$ cat src/rtl/nonce_replay_guard_pkg.sv
// Shared constants for the nonce replay guard:
// register offsets, bit indices and FSM encoding.
package nonce_replay_guard_pkg;

  localparam logic [3:0] ADDR_CHECK      = 4'h0;
  localparam logic [3:0] ADDR_CTRL       = 4'h4;
  localparam logic [3:0] ADDR_STATUS     = 4'h8;
  localparam logic [3:0] ADDR_REPLAY_CNT = 4'hC;

  localparam int CTRL_CLEAR     = 0;
  localparam int CTRL_INSERT_EN = 1;

  localparam int ST_BUSY     = 0;
  localparam int ST_DONE     = 1;
  localparam int ST_REPLAY   = 2;
  localparam int ST_ZERO     = 3;
  localparam int ST_OVERRUN  = 4;
  localparam int ST_FILL_LSB = 8;

  localparam logic [31:0] ZERO_NONCE = 32'h0;

  typedef enum logic [1:0] {
    S_IDLE,
    S_SCAN,
    S_COMMIT
  } state_e;

endpackage

$ cat src/rtl/nonce_history_buf.sv
// Circular history of accepted nonces.
// Read index is relative to the oldest stored entry.
module nonce_history_buf #(
  parameter int DEPTH = 16
) (
  input  logic                     clk,
  input  logic                     rst_n,
  input  logic                     i_clear,
  input  logic                     i_we,
  input  logic [31:0]              i_wdata,
  input  logic [$clog2(DEPTH)-1:0] i_rd_idx,
  output logic [31:0]              o_rd_data,
  output logic [$clog2(DEPTH):0]   o_fill,
  output logic                     o_full
);

  localparam int AW = $clog2(DEPTH);

  logic [31:0]   r_mem [DEPTH];
  logic [AW-1:0] r_wr_ptr;
  logic [AW:0]   r_fill;
  logic [AW-1:0] w_phys;

  always_ff @(posedge clk or negedge rst_n) begin
    if (!rst_n) begin
      r_wr_ptr <= '0;
      r_fill   <= '0;
    end else if (i_clear) begin
      r_wr_ptr <= '0;
      r_fill   <= '0;
    end else if (i_we) begin
      r_wr_ptr <= r_wr_ptr + 1'b1;
      if (!o_full) r_fill <= r_fill + 1'b1;
    end
  end

  always_ff @(posedge clk) begin
    if (i_we && !i_clear) r_mem[r_wr_ptr] <= i_wdata;
  end

  // Oldest entry sits at wr_ptr - fill; when full the low bits of fill are 0.
  assign w_phys    = r_wr_ptr - r_fill[AW-1:0] + i_rd_idx;
  assign o_rd_data = r_mem[w_phys];
  assign o_fill    = r_fill;
  assign o_full    = (r_fill == (AW+1)'(DEPTH));

endmodule

$ cat src/rtl/nonce_replay_guard.sv
// Receive-side nonce replay guard: scans the history one entry
// per cycle, flags replays and stores fresh nonces.
module nonce_replay_guard
  import nonce_replay_guard_pkg::*;
#(
  parameter int DEPTH = 16,
  parameter int CNT_W = 16
) (
  input  logic        clk,
  input  logic        rst_n,
  input  logic [3:0]  addr,
  input  logic        we,
  input  logic [31:0] wdata,
  output logic [31:0] rdata,
  output logic        replay_alert,
  output logic        busy
);

  localparam int AW = $clog2(DEPTH);
  localparam logic [CNT_W-1:0] CNT_MAX = '1;

  state_e           r_state;
  state_e           w_next;
  logic [AW-1:0]    r_idx;
  logic             r_match;
  logic [31:0]      r_last_nonce;
  logic             r_done;
  logic             r_replay;
  logic             r_zero_rej;
  logic             r_overrun;
  logic             r_ins_en;
  logic [CNT_W-1:0] r_cnt;
  logic             r_alert;

  logic             w_wr_check;
  logic             w_wr_ctrl;
  logic             w_clear;
  logic             w_cnt_clr;
  logic             w_commit;
  logic             w_hit;
  logic             w_scan_last;
  logic             w_hist_we;
  logic [31:0]      w_rd_data;
  logic [AW:0]      w_fill;
  logic             w_full;
  logic [7:0]       w_fill8;

  nonce_history_buf #(.DEPTH(DEPTH)) u_hist (
    .clk       (clk),
    .rst_n     (rst_n),
    .i_clear   (w_clear),
    .i_we      (w_hist_we),
    .i_wdata   (r_last_nonce),
    .i_rd_idx  (r_idx),
    .o_rd_data (w_rd_data),
    .o_fill    (w_fill),
    .o_full    (w_full)
  );

  assign w_wr_check  = we && (addr == ADDR_CHECK);
  assign w_wr_ctrl   = we && (addr == ADDR_CTRL);
  assign w_clear     = w_wr_ctrl && wdata[CTRL_CLEAR];
  assign w_cnt_clr   = we && (addr == ADDR_REPLAY_CNT);
  assign w_commit    = (r_state == S_COMMIT) && !w_clear;
  assign w_hit       = (w_rd_data == r_last_nonce);
  assign w_scan_last = (({1'b0, r_idx} + 1'b1) == w_fill);

  always_ff @(posedge clk or negedge rst_n) begin
    if (!rst_n) r_state <= S_IDLE;
    else        r_state <= w_next;
  end

  always_comb begin
    w_next = r_state;
    if (w_clear) begin
      w_next = S_IDLE;
    end else begin
      unique case (r_state)
        S_IDLE:
          if (w_wr_check && (wdata != ZERO_NONCE))
            w_next = (w_fill == '0) ? S_COMMIT : S_SCAN;
        S_SCAN:
          if (w_hit || w_scan_last) w_next = S_COMMIT;
        S_COMMIT: w_next = S_IDLE;
        default:  w_next = S_IDLE;
      endcase
    end
  end

  always_comb begin
    busy      = (r_state != S_IDLE);
    w_hist_we = w_commit && !r_match && r_ins_en;
  end

  always_ff @(posedge clk or negedge rst_n) begin
    if (!rst_n) begin
      r_idx   <= '0;
      r_match <= 1'b0;
    end else if (w_clear || (r_state != S_SCAN)) begin
      r_idx   <= '0;
      r_match <= (r_state == S_COMMIT) && !w_clear && r_match;
    end else if (w_hit) begin
      r_match <= 1'b1;
    end else if (!w_scan_last) begin
      r_idx <= r_idx + 1'b1;
    end
  end

  always_ff @(posedge clk or negedge rst_n) begin
    if (!rst_n) begin
      r_last_nonce <= '0;
      r_done       <= 1'b0;
      r_replay     <= 1'b0;
      r_zero_rej   <= 1'b0;
      r_overrun    <= 1'b0;
    end else if (w_clear) begin
      r_done       <= 1'b0;
      r_replay     <= 1'b0;
      r_zero_rej   <= 1'b0;
      r_overrun    <= 1'b0;
    end else begin
      if (w_wr_check && !busy) begin
        r_last_nonce <= wdata;
        r_replay     <= 1'b0;
        r_zero_rej   <= (wdata == ZERO_NONCE);
        r_done       <= (wdata == ZERO_NONCE);
      end else if (w_wr_check) begin
        r_overrun    <= 1'b1;
      end
      if (w_commit) begin
        r_done <= 1'b1;
        if (r_match) r_replay <= 1'b1;
      end
    end
  end

  always_ff @(posedge clk or negedge rst_n) begin
    if (!rst_n) begin
      r_ins_en <= 1'b1;
      r_cnt    <= '0;
      r_alert  <= 1'b0;
    end else begin
      if (w_wr_ctrl) r_ins_en <= wdata[CTRL_INSERT_EN];
      // A counter clear beats a same-cycle increment.
      if (w_cnt_clr)
        r_cnt <= '0;
      else if (w_commit && r_match && (r_cnt != CNT_MAX))
        r_cnt <= r_cnt + 1'b1;
      r_alert <= w_commit && r_match;
    end
  end

  assign replay_alert = r_alert;
  assign w_fill8 = (w_full && (DEPTH > 255)) ? 8'hFF : 8'(w_fill);

  always_comb begin
    rdata = '0;
    unique case (1'b1)
      (addr == ADDR_CHECK):  rdata = r_last_nonce;
      (addr == ADDR_STATUS): begin
        rdata[ST_BUSY]             = busy;
        rdata[ST_DONE]             = r_done;
        rdata[ST_REPLAY]           = r_replay;
        rdata[ST_ZERO]             = r_zero_rej;
        rdata[ST_OVERRUN]          = r_overrun;
        rdata[ST_FILL_LSB +: 8]    = w_fill8;
      end
      (addr == ADDR_REPLAY_CNT): rdata = 32'(r_cnt);
      default: rdata = '0;
    endcase
  end

endmodule

$ cat config.mk
export PLATFORM = sky130hd
export DESIGN_NAME = nonce_replay_guard
export DESIGN_NICKNAME = d
export VERILOG_FILES = /design/src/rtl/nonce_replay_guard_pkg.sv /design/src/rtl/nonce_history_buf.sv /design/src/rtl/nonce_replay_guard.sv
export SDC_FILE = /design/constraint.sdc
export NUM_CORES = 1
export LEC_CHECK = 0
export ABC_CLOCK_PERIOD_IN_PS = 10000
export CORE_ASPECT_RATIO = 1.1
export CORE_MARGIN = 2
export CORE_UTILIZATION = 40
export CTS_CLUSTER_DIAMETER = 50
export DETAILED_ROUTE_END_ITERATION = 8
export PLACE_DENSITY = 0.59
export SETUP_SLACK_MARGIN = 0.1
export SLEW_MARGIN = 20
export SYNTH_ARGS = -nofsm -noshare
export SYNTH_HDL_FRONTEND = slang
export SYNTH_HIERARCHICAL = 1
export SYNTH_SLANG_ARGS = --single-unit
$ cat constraint.sdc
create_clock -name clk -period 10 [get_ports clk]
set_input_delay 2.5 -clock clk [delete_from_list [all_inputs] [get_ports clk]]
set_output_delay 2.5 -clock clk [all_outputs]
set_load 0.1 [all_outputs]
==> results.cfg <==
[sta]
slew_viol_final = 0
slew_headroom = 0.309
rsz0062_at_grt = false
setup_violations = 0
layout_min_cycle_time_ns = 8.33
setup_slack_ns = 1.67
finalHoldViolCount = 0
tightest_slew_ns = 1.03
fin_crit_sh = 0.833
tns_ns = 0
fmax_mhz = 120
finClkSkew_ns = 0.0229

[place]
dpl_worst_slack_ns = 1.65
place_hpwl_mm = 29.6
routabilityCongestion = 0.785
io_buffers = 72

[synth]
synth_xor_area_frac = 0.0236
synth_top_family_by_area = multiplexers
ys_seq_elements = 582
async_flop_share = 0.120
synth_top_area_frac = 0.643
synthAdderAreaFrac = 0.00880
synth_cells = 1317
yosys-mux-area-fraction = 0.142
synth_area_leaders = edfxtp_1, mux4_2, dfrtp_1
syn_area_per_cell_um2 = 18.1
synth_ff_type = edfxtp_1
netlist_area_um2 = 23900
synth_edf_count = 512
yosysSeqAreaShare = 0.717
synth_most_common_cell = edfxtp_1
syn_nets = 1371
synth_commonest_cells = edfxtp_1, nand3_1, mux4_2
synth_top_area_cell = edfxtp_1
yosysWarnings = 6
synth-compound-area-share = 0.0181
synth-simple-area-share = 0.0723
synth_cell_types = 62

[routing]
routed_wl_mm = 56.8
drc = 0
wire_per_inst_um = 25.5
drtAntennaViolNets = 0
viasPerCell = 5.70
drtIter0Drc = 1097
firstDrtPassIters = 5
vias = 12700

[floorplanning]
dieArea_um2 = 61700
rows = 93
die_w_um = 237
floorplan.initialDensity = 0.406
core_um2 = 58900
die_h_um = 260
io_pins = 73

[run]
max_cap_violations = 0

[final_layout]
fin_nets = 1476
fin_util = 0.473
area_delta_synth_final_pct = 16.4
drive_gt1_frac = 0.228
diodes = 0

[setup_path]
reg2reg_slack_ns = 4.09
path_delay_family = buffers and inverters
path_common_cell = clkdlybuf4s50_1
crit_type = in2out
reg2reg_depth = 12
worst_path_largest_cell_delay_ns = 1.13
startpoint_type = input pin
worstReg2RegStart = u_hist/o_fill[1]$_DFFE_PN0P_
cp.arrival_ns = 5.83
path_cells = clkdlybuf4s50_1 -> nor2_4 -> buf_4 -> and2_1 -> clkdlybuf4s50_1
cp-end-kind = primary output
cp_max_fo = 28
rr_endpoint = r_state[1]$_DFFE_PN0P_
critPathRequiredTime_ns = 7.50
cp_num_buf_inv = 3
slowest_stage = clkdlybuf4s50_1

[grt]
grt_pass1_vias = 13300
grt.total_usage = 0.190
grt_pass1_wl_mm = 85.7
grt_overflow_total = 0
grt_max_degree = 82
gr-max-usage-layer = met2
grtUsageMet3 = 0.0328
grt_use_met2 = 0.317
antenna_found_initial = 2
grtUsageMet1 = 0.258

[power]
power.density_nw_per_um2 = 334
finalPower_uw = 9280
ir_drop_uv = 374
p_leak_uw = 0.00909

[min_path]
min_to = r_replay$_DFF_PN0_
min-delay-start = r_replay$_DFF_PN0_
hold_path_depth = 2
hold_path.class = reg2reg

[cts]
clock_latency_ns = 0.59
clock_path_buffers = 3
post_cts_buffers = 0
cts_tree = yes
htree_levels = 3
cts_resized = 0
path_clk_slew_ns = 0.05
clock-sinks = 582
cts-root-buf = clkbuf_16
holdBufCountCts = 0
cts_inserted_buffers = 67

[outcome]
status = completed
-- per-layer routing --
metal	share of wire	vias up
met1	0.43	6725
met3	0.054	88
met4	0.024	0
li1	-	5518
met2	0.49	377
met5	0	-
-- metrics by stage --
step	hold WS [ns]	area [um^2]	std cells
finish	0.516	27800	2231
global route	0.538	27800	2231
CTS	0.518	27800	2231
detailed placement	0.507	25700	2113
global placement	0.522	25700	2113
floorplan	0.462	23900	1317
-- worst min-delay path, stage by stage, from the launching register on --
cell     delay, ns
dfrtp_1       0.35
nand3_1       0.07
nand2_1       0.07
-- power breakdown --
group,internal (uW),total [uW],switching [uW]
combinational,1690,3840,2150
sequential,2870,3070,202
clock,1410,2370,962
-- cells by family (layout without fill, tap and decap cells) --
kind of cell             after synthesis  in the layout
flip-flops                           582            582
AND/OR/NAND/NOR                      327            327
multiplexers                         176            176
buffers and inverters                 99            253
AO/OA/AOI/OAI                         61             61
XOR/XNOR                              57             57
adder cells (fa/ha/maj)               15             15
-- cell usage in the layout (no fill, tap or decap), types with 32 or more instances in the layout --
cell             instances
buf_4                   37
mux2_2                  32
dfrtp_1                 69
nand2_1                 34
xnor2_1                 46
nand4_1                 55
mux4_2                 128
clkbuf_16               71
edfxtp_1               512
nand3_1                135
clkdlybuf4s50_1         71
-- cell type report --
type | count | area, um^2
sequential | 582 | 17100
clock inverter | 38 | 323
inverter | 26 | 100
fill | 4951 | 31100
timing repair buffer | 109 | 1010
clock buffer | 80 | 1820
tap | 760 | 951
multi-input combinational | 636 | 6500
-- registers in the layout, summed over array words and instances, names as in the netlist --
register         cells
r_idx                4
r_overrun            1
r_replay             1
u_hist/r_mem       512
r_state              2
u_hist/o_fill        5
replay_alert         1
r_zero_rej           1
u_hist/r_wr_ptr      4
r_last_nonce        32
r_done               1
r_ins_en             1
r_cnt               16
r_match              1
-- worst max path at each step --
stage            start   endpoint  slack (ns)  depth (start not counted)
2_1_floorplan  addr[2]  rdata[10]        2.13                          4
3_3_place_gp   addr[2]  rdata[31]        1.72                          5
3_5_place_dp   addr[2]  rdata[29]        1.65                          5
4_1_cts        addr[2]  rdata[31]        1.64                          5
5_1_grt        addr[2]  rdata[31]        1.49                          5
6_report       addr[2]  rdata[31]        1.67                          5
No activity file was read; power rests on OpenSTA's default activity.
